### src/rtl/dna_pkg.sv
// Shared definitions for the DNA_PORT read sequencer.
package dna_pkg;

  localparam int DNA_ID_WIDTH   = 57;
  localparam int DNA_PAD_WIDTH  = 7;
  localparam int DNA_DATA_WIDTH = DNA_ID_WIDTH + DNA_PAD_WIDTH;

  // Wide enough to count DNA clock periods 0..DNA_ID_WIDTH-1.
  localparam int DNA_PERIOD_W   = 6;

  typedef enum logic [1:0] {
    IDLE    = 2'd0,
    PASS_A  = 2'd1,
    PASS_B  = 2'd2,
    COMPARE = 2'd3
  } dna_state_t;

endpackage

### src/rtl/dna_shift_engine.sv
// One read pass of the DNA_PORT: divides aclk down to the DNA clock, issues
// READ in the first DNA period and SHIFT in the remaining 56, and captures
// DOUT at the end of every period into a 57-bit MSB-first word.
module dna_shift_engine
  import dna_pkg::*;
#(
  parameter int DIV_LOG2 = 6
) (
  input  logic                    clk,
  input  logic                    rst_n,
  input  logic                    run,
  input  logic                    dout,
  output logic                    dna_clk,
  output logic                    dna_read,
  output logic                    dna_shift,
  output logic                    pass_done,
  output logic [DNA_ID_WIDTH-1:0] pass_data
);

  localparam logic [DNA_PERIOD_W-1:0] LAST_PERIOD = DNA_PERIOD_W'(DNA_ID_WIDTH - 1);

  logic [DIV_LOG2-1:0]     cnt;
  logic [DNA_PERIOD_W-1:0] period;
  logic [DNA_ID_WIDTH-1:0] shreg;
  logic                    sample;

  // DOUT is taken on the last aclk of each DNA period, well after the
  // DNA clock rising edge in the middle of the period.
  assign sample    = run && (&cnt);
  assign pass_done = sample && (period == LAST_PERIOD);

  // The word including the bit being sampled right now, so the caller can
  // latch the complete ID on the pass_done cycle.
  assign pass_data = {shreg[DNA_ID_WIDTH-2:0], dout};

  // Counter is held at zero outside a pass, so the DNA clock idles low.
  assign dna_clk   = cnt[DIV_LOG2-1];
  assign dna_read  = run && (period == '0);
  assign dna_shift = run && (period != '0);

  // Divider and DNA period counters; restart from zero for the next pass.
  always_ff @(posedge clk or negedge rst_n) begin
    if (!rst_n) begin
      cnt    <= '0;
      period <= '0;
    end else if (!run || pass_done) begin
      cnt    <= '0;
      period <= '0;
    end else begin
      cnt <= cnt + 1'b1;
      if (&cnt) begin
        period <= period + 1'b1;
      end
    end
  end

  // Capture shift register, MSB-first.
  always_ff @(posedge clk or negedge rst_n) begin
    if (!rst_n) begin
      shreg <= '0;
    end else if (!run || pass_done) begin
      shreg <= '0;
    end else if (sample) begin
      shreg <= pass_data;
    end
  end

endmodule

### src/rtl/dna_port_sequencer.sv
// Reads the device DNA twice per attempt, accepts the ID only when both
// passes agree, and retries up to MAX_RETRY times before flagging an error.
module dna_port_sequencer
  import dna_pkg::*;
#(
  parameter int DIV_LOG2   = 6,
  parameter int MAX_RETRY  = 3,
  parameter int AUTO_START = 1
) (
  input  logic                      aclk,
  input  logic                      aresetn,
  input  logic                      start,
  output logic                      busy,
  output logic                      done,
  output logic                      dna_valid,
  output logic                      dna_error,
  output logic [DNA_DATA_WIDTH-1:0] dna_data,
  output logic                      dna_clk,
  output logic                      dna_read,
  output logic                      dna_shift,
  input  logic                      dna_dout
);

  localparam int RETRY_W = (MAX_RETRY > 0) ? $clog2(MAX_RETRY + 1) : 1;
  localparam logic [RETRY_W-1:0] RETRY_LAST = RETRY_W'(MAX_RETRY);

  dna_state_t state, next_state;

  logic                    auto_pend;
  logic [RETRY_W-1:0]      retry;
  logic [DNA_ID_WIDTH-1:0] reg_a;
  logic [DNA_ID_WIDTH-1:0] reg_b;
  logic                    run;
  logic                    pass_done;
  logic [DNA_ID_WIDTH-1:0] pass_data;
  logic                    ids_match;
  logic                    go;
  logic                    finish_ok;
  logic                    finish_fail;
  logic                    retry_again;

  assign run       = (state == PASS_A) || (state == PASS_B);
  assign busy      = (state != IDLE);
  assign ids_match = (reg_a == reg_b);

  dna_shift_engine #(
    .DIV_LOG2 (DIV_LOG2)
  ) u_engine (
    .clk       (aclk),
    .rst_n     (aresetn),
    .run       (run),
    .dout      (dna_dout),
    .dna_clk   (dna_clk),
    .dna_read  (dna_read),
    .dna_shift (dna_shift),
    .pass_done (pass_done),
    .pass_data (pass_data)
  );

  // Next-state and sequencing decisions.
  always_comb begin
    next_state  = state;
    go          = 1'b0;
    finish_ok   = 1'b0;
    finish_fail = 1'b0;
    retry_again = 1'b0;
    unique case (state)
      IDLE: begin
        // The done cycle already shows IDLE, but a start arriving with done
        // belongs to the sequence that is just ending and is dropped.
        if ((start && !done) || auto_pend) begin
          go         = 1'b1;
          next_state = PASS_A;
        end
      end
      PASS_A: begin
        if (pass_done) begin
          next_state = PASS_B;
        end
      end
      PASS_B: begin
        if (pass_done) begin
          next_state = COMPARE;
        end
      end
      COMPARE: begin
        if (ids_match) begin
          finish_ok  = 1'b1;
          next_state = IDLE;
        end else if (retry == RETRY_LAST) begin
          finish_fail = 1'b1;
          next_state  = IDLE;
        end else begin
          retry_again = 1'b1;
          next_state  = PASS_A;
        end
      end
      default: next_state = IDLE;
    endcase
  end

  // State register.
  always_ff @(posedge aclk or negedge aresetn) begin
    if (!aresetn) begin
      state <= IDLE;
    end else begin
      state <= next_state;
    end
  end

  // One-shot request that launches a sequence right after reset release.
  always_ff @(posedge aclk or negedge aresetn) begin
    if (!aresetn) begin
      auto_pend <= (AUTO_START != 0);
    end else if (go) begin
      auto_pend <= 1'b0;
    end
  end

  // Attempt counter: zero on a new sequence, bumped on every retry.
  always_ff @(posedge aclk or negedge aresetn) begin
    if (!aresetn) begin
      retry <= '0;
    end else if (go) begin
      retry <= '0;
    end else if (retry_again) begin
      retry <= retry + 1'b1;
    end
  end

  // Per-pass ID words, latched as each pass completes.
  always_ff @(posedge aclk or negedge aresetn) begin
    if (!aresetn) begin
      reg_a <= '0;
      reg_b <= '0;
    end else if (retry_again) begin
      reg_a <= '0;
      reg_b <= '0;
    end else if (pass_done && (state == PASS_A)) begin
      reg_a <= pass_data;
    end else if (pass_done && (state == PASS_B)) begin
      reg_b <= pass_data;
    end
  end

  // Result registers and the done pulse.
  always_ff @(posedge aclk or negedge aresetn) begin
    if (!aresetn) begin
      done      <= 1'b0;
      dna_valid <= 1'b0;
      dna_error <= 1'b0;
      dna_data  <= '0;
    end else begin
      done <= finish_ok || finish_fail;
      if (go) begin
        dna_valid <= 1'b0;
        dna_error <= 1'b0;
      end else if (finish_ok) begin
        dna_data  <= {reg_a, {DNA_PAD_WIDTH{1'b0}}};
        dna_valid <= 1'b1;
        dna_error <= 1'b0;
      end else if (finish_fail) begin
        dna_valid <= 1'b0;
        dna_error <= 1'b1;
      end
    end
  end

endmodule

### config.mk
export PLATFORM = sky130hd
export DESIGN_NAME = dna_port_sequencer
export DESIGN_NICKNAME = d
export VERILOG_FILES = /design/src/rtl/dna_pkg.sv /design/src/rtl/dna_shift_engine.sv /design/src/rtl/dna_port_sequencer.sv
export SDC_FILE = /design/constraint.sdc
export NUM_CORES = 1
export LEC_CHECK = 0
export CORE_ASPECT_RATIO = 0.5
export CORE_MARGIN = 3
export CORE_UTILIZATION = 30
export CTS_CLUSTER_SIZE = 28
export DETAILED_ROUTE_END_ITERATION = 8
export PLACE_DENSITY = 0.57
export SETUP_SLACK_MARGIN = 0.15
export SLEW_MARGIN = 20
export SYNTH_ARGS = -nofsm -noshare
export SYNTH_HDL_FRONTEND = slang
export SYNTH_HIERARCHICAL = 1
export SYNTH_SLANG_ARGS = --single-unit
### constraint.sdc
create_clock -name aclk -period 4.9 [get_ports aclk]
set_clock_uncertainty 0.2 [all_clocks]
set_input_delay 0.735 -clock aclk [delete_from_list [all_inputs] [get_ports aclk]]
set_output_delay 0.735 -clock aclk [all_outputs]
set_load 0.005 [all_outputs]
# ---- After elaboration in Yosys (flattened, before gate mapping)
# Cells that the tools add are included.
dict set report totals {
  register_bits 247
  inputBits 4
  output_inout_bits 71
  wordCells 87
}
dict set report op_classes {
  addsub 3
  eq_ne 10
  n_mux 34
  n_bitwise 1
  reduce_logical 27
}
# op count
set op_table {}
lappend op_table {{two-way mux 57 bit} 5}
lappend op_table {{two-way mux 56 bit} 2}
lappend op_table {{== test 57 bit} 1}
lappend op_table {{two-way mux 1 bit} 18}
lappend op_table {{two-way mux 6 bit} 3}
lappend op_table {{adder 6 x 1 -> 6 bit (second input constant)} 2}
lappend op_table {{nonzero test 2 bit} 6}
lappend op_table {{two-way mux 2 bit} 5}
lappend op_table {{!= test 2 bit (second input constant)} 4}
lappend op_table {{case mux 2 bit (4 select lines)} 1}
lappend op_table {{logical AND 1 bit} 7}
lappend op_table {{== test 2 bit (second input constant)} 3}
lappend op_table {{== test 6 bit (second input constant)} 1}
lappend op_table {{zero test 6 bit} 1}
lappend op_table {{AND reduction 6 bit} 1}
lappend op_table {{nonzero test 6 bit} 1}
lappend op_table {{logical OR 1 bit} 4}
lappend op_table {{AND reduction 2 bit} 2}
lappend op_table {{AND reduction 3 bit} 1}
lappend op_table {{nonzero test 3 bit} 1}
lappend op_table {{adder 2 x 1 -> 2 bit (second input constant)} 1}
lappend op_table {{== test 2 x 1 -> 1 bit (second input constant)} 1}
lappend op_table {{zero test 1 bit} 2}
lappend op_table {{zero test 2 bit} 1}
lappend op_table {{NOT 1 bit} 1}

# ---- Longest topological paths before layout
dict set report depth {
  ltp_word 8
  ltp_mapped 11
  ltp_nobuf 8
}

# ---- By module
# The synthesis kept the hierarchy.
# mod instances cells_per_inst area_per_inst_um2 seq_area_each_um2
set modules_own_cells {}
lappend modules_own_cells {dna_port_sequencer 1 749 7946.4 4480.5}
lappend modules_own_cells {dna_shift_engine 1 326 3624.7 1701.6}

# ---- Worst setup path before layout
# OpenSTA, ideal clock, no wires.
dict set report synth_path {
  path_kind {register -> register}
  from {register state[1]}
  to {register reg_b[26]}
  setup_time_ns 0.073
  arrival_ns 2.364
  slack_ns 2.263
  path_stages_with_launch 12
  path_cell_list {dfrtp_1 -> inv_1 -> ha_1 -> buf_2 -> nand4_1 -> nor4_4 -> nand2_1 -> nor2_1 -> clkbuf_1 -> clkbuf_1 -> nand2_1 -> a21oi_2}
}
dict set report synth_via {
  elab_chain_len 7
  word_cells_on_any_way 13
  cone_classes {eq/ne (4); mux (2); reduce/logical (7)}
}
# item line_no
set synth_lines {}
lappend synth_lines {{start, declared} dna_port_sequencer.sv:27} ;# dna_state_t state, next_state;
lappend synth_lines {{start signal, assigned} dna_port_sequencer.sv:107} ;# state <= next_state;
lappend synth_lines {{== test 2 x 1 -> 1 bit / == test 2 bit (equally long branches)} dna_port_sequencer.sv:42} ;# assign run = (state == PASS_A) || (state == PASS_B);
lappend synth_lines {{logical OR 1 bit (*)} dna_port_sequencer.sv:42}
lappend synth_lines {{logical AND 1 bit (*)} dna_shift_engine.sv:29} ;# assign sample = run && (&cnt);
lappend synth_lines {{logical AND 1 bit (*)} dna_shift_engine.sv:30} ;# assign pass_done = sample && (period == LAST_PERIOD);
lappend synth_lines {{named net pass_done} dna_port_sequencer.sv:34} ;# logic pass_done;
lappend synth_lines {{logical AND 1 bit, on equally long branches} {dna_port_sequencer.sv:139, dna_port_sequencer.sv:141}}
lappend synth_lines {{!= test 2 bit (no line) / nonzero test 2 bit (equally long branches)} n/a}
lappend synth_lines {{AND reduction 2 bit (no line) (*)} n/a}
lappend synth_lines {{end signal, assigned} dna_port_sequencer.sv:142} ;# reg_b <= pass_data;
lappend synth_lines {{end, declared} dna_port_sequencer.sv:32} ;# logic [DNA_ID_WIDTH-1:0] reg_b;
# The timed path passes the listed nets; every way through them passes the cells marked *.
# A chain may end at the register's enable or synchronous reset.

# ---- Final worst setup path
dict set report layout_path {
  from {register state[1]}
  to {output dna_shift}
}
dict set report layout_via {
  elab_chain_len 3
  word_cells_on_any_way 4
  cone_classes {eq/ne (2); reduce/logical (2)}
}
# item line_no
set layout_lines {}
lappend layout_lines {{== test 2 x 1 -> 1 bit / == test 2 bit (equally long branches)} dna_port_sequencer.sv:42}
lappend layout_lines {{logical OR 1 bit (*)} dna_port_sequencer.sv:42}
lappend layout_lines {{logical AND 1 bit (*)} dna_shift_engine.sv:39} ;# assign dna_shift = run && (period != '0);
lappend layout_lines {{end, declared} dna_port_sequencer.sv:20} ;# output logic dna_shift,
# Mark *: on every way between the ends. The rest lies on a longest branch, timed or not.

==> metrics <==
status=finished clean; Reg-to-Reg End=reg_b[56]; top_reg_cell synth=dfrtp_1; core area=37,700 µm²; global-route wire length before repair=46.7 mm; Die W=284 µm; CP Class=reg2out; Max Clk Rate=251 MHz; routed len/inst=17.8 µm; Async SR Flop Fraction=1.00; RD Place Congestion=0.768; register area share after synthesis=0.534; Leakage=6.03 nW; setup tns final=0 ps; Final Util=0.357; io pins=75; HP Class=reg2reg; first drt pass iteration count=4; worst path required time=3960 ps; minimum clock period=3990 ps; RSZ-0062 raised after global routing=no; placed cell areas=12,500 µm²; layout cell share with drive strength beyond 1=0.181; mapped cell area=11,600 µm²; input/output buffers=67; R2R setup slack=1370 ps; Post-synth EDFFs=0; TritonCTS Buffers=26; Vias per Instance=4.86; Layout area overhead=16.4%; crit end category=output pin; via count=7,995; mean post-synth cell area=10.8 µm²; crit path to=dna_shift; CTS tree=done; pin count of the biggest net entering global routing=87; Final Routed Wirelength=29.3 mm; setup violators final=0; H-tree levels=1; crit path from=state[1]; Die ar.=41,100 µm²; Tot GR Track Use=0.141; Final period util=0.813; YS warnings=6; Final Hold Vio Count=0; DR DRC count=0; Seq cells post-synth=247; CP Launch Type=register; crit path DAT=3050 ps; Hold Slack=273 ps; clk buf depth=3; Yosys cell types=49; Diodes inserted=0; Max rail drop VDD=0.258 mV; Synth Instances=1,075; Rel. slew slack=0.284; Initial Util=0.307; initial antenna violation count=0; Post-DRT Antenna Nets=0; hold depth=1; root buffer cell=clkbuf_16; Final Cell Area=13,500 µm²; r2r startpoint=state[1]; CTS sink cnt=247; global route overflow=0; worst-path maximum fanout=70; Worst-Margin Slew=1070 ps; die height=145 µm; Max Slew Vio Count=0; nets@finish=1,121; commonest non-fill, non-tap cell in the layout=nand2_1; Max-Cap Viols=0; vias in the first global route=8,076; hold path start=u_engine/cnt[0]; DP HPWL=18.1 mm; Cell Pwr Density=311 nW/µm²; r2r worst-path depth=9; Cell Rows=50; Worst-path clk slew=60 ps; filler instances=3,694; commonest cells after routing, fill and taps aside=nand2_1 (295), dfrtp_1 (246), a21oi_1 (76), clkdlybuf4s50_1 (66), xor2_1 (59); worst skew pair latency=530 ps; number of DRC markers in iteration 0=539
## cells by family after synthesis
logic type | share of synthesized area
buffers and inverters | 0.0516
AOI/OAI and AO/OA | 0.175
muxes | 0.0573
other | 0.000324
DFF | 0.534
and+or+nand+nor | 0.127
xor gates and xnor gates | 0.0454
adders and majority gates | 0.00973
## state kept, by name, indices dropped and copies added (netlist names)
| signal | cells |
|---|---|
| reg_a | 57 |
| dna_error | 1 |
| u_engine/period | 6 |
| retry | 2 |
| dna_valid | 1 |
| u_engine/cnt | 6 |
| dna_data | 57 |
| reg_b | 57 |
| auto_pend | 1 |
| state | 2 |
| u_engine/shreg | 56 |
| done | 1 |
## layout make-up
type | instances | area, µm² | area share
Clock buffer | 35 | 754 | 0.0560
Timing Repair Buffer | 85 | 838 | 0.0622
Inverter | 9 | 33.8 | 0.00251
Clock inverter | 11 | 169 | 0.0125
Sequential cell | 247 | 6180 | 0.459
Tap cell | 520 | 651 | 0.0483
Multi-Input combinational cell | 739 | 4840 | 0.360
## worst max-delay path, cell delays in order (launching register included)
cell             delay (ps)
dfrtp_1                 410
inv_1                   110
ha_2                    400
buf_4                   640
inv_2                   230
nor2_1                  160
clkdlybuf4s50_1         510
## Yosys cell counts, types with 9 or more instances
cell type  instances  area share
nand2_1          296       0.096
dfrtp_1          246        0.53
a21oi_1           76       0.033
xor2_1            59       0.045
o31ai_2           58       0.063
o21bai_1          55       0.036
clkbuf_1          42       0.014
a21oi_2           40       0.030
mux2_1            29       0.028
mux2_2            29       0.028
buf_4             16       0.010
nor4_1            14      0.0076
buf_6             12       0.012
buf_2             11      0.0048
nor2_1            10      0.0032
ha_1               9      0.0097
## where the power goes
part,switching [mW],leakage (nW),internal (mW)
clock network,0.818,0.456,1.29
registers,0,3.40,2.04
logic,0.0425,2.17,0.00600
## what timing repair did
item | CTS | global route
buffers inserted | 0 | 0
endpoints found under the hold margin | 61 | 0
gates resized for setup | 0 | 0
hold buffers | 1 | 0
## metal layers
| metal | GRT usage | up-vias | share of wire |
|---|---|---|---|
| met5 | 0 | - | 0 |
| li1 | - | 3711 | - |
| met2 | 0.237 | 155 | 0.47 |
| met1 | 0.196 | 4091 | 0.47 |
| met4 | 0.0353 | 0 | 0.024 |
| met3 | 0.0164 | 38 | 0.037 |
## stage by stage
stage / worst slack, ps / std cells / power [mW]
6_report: 915 / 1646 / 4.19
5_1_grt: 764 / 1646 / 4.33
4_1_cts: 901 / 1646 / 4.24
3_5_place_dp: 1340 / 1599 / 2.13
3_3_place_gp: 1420 / 1599 / 2.13
2_1_floorplan: 2260 / 1081 / 2.08
## worst min path at each step
stage,endpoint
floorplan,dna_data[10]
global placement,u_engine/cnt[0]
detailed placement,u_engine/cnt[0]
CTS,u_engine/cnt[0]
global route,u_engine/cnt[0]
finish,u_engine/cnt[0]
No activity file was read; power rests on OpenSTA's default activity.
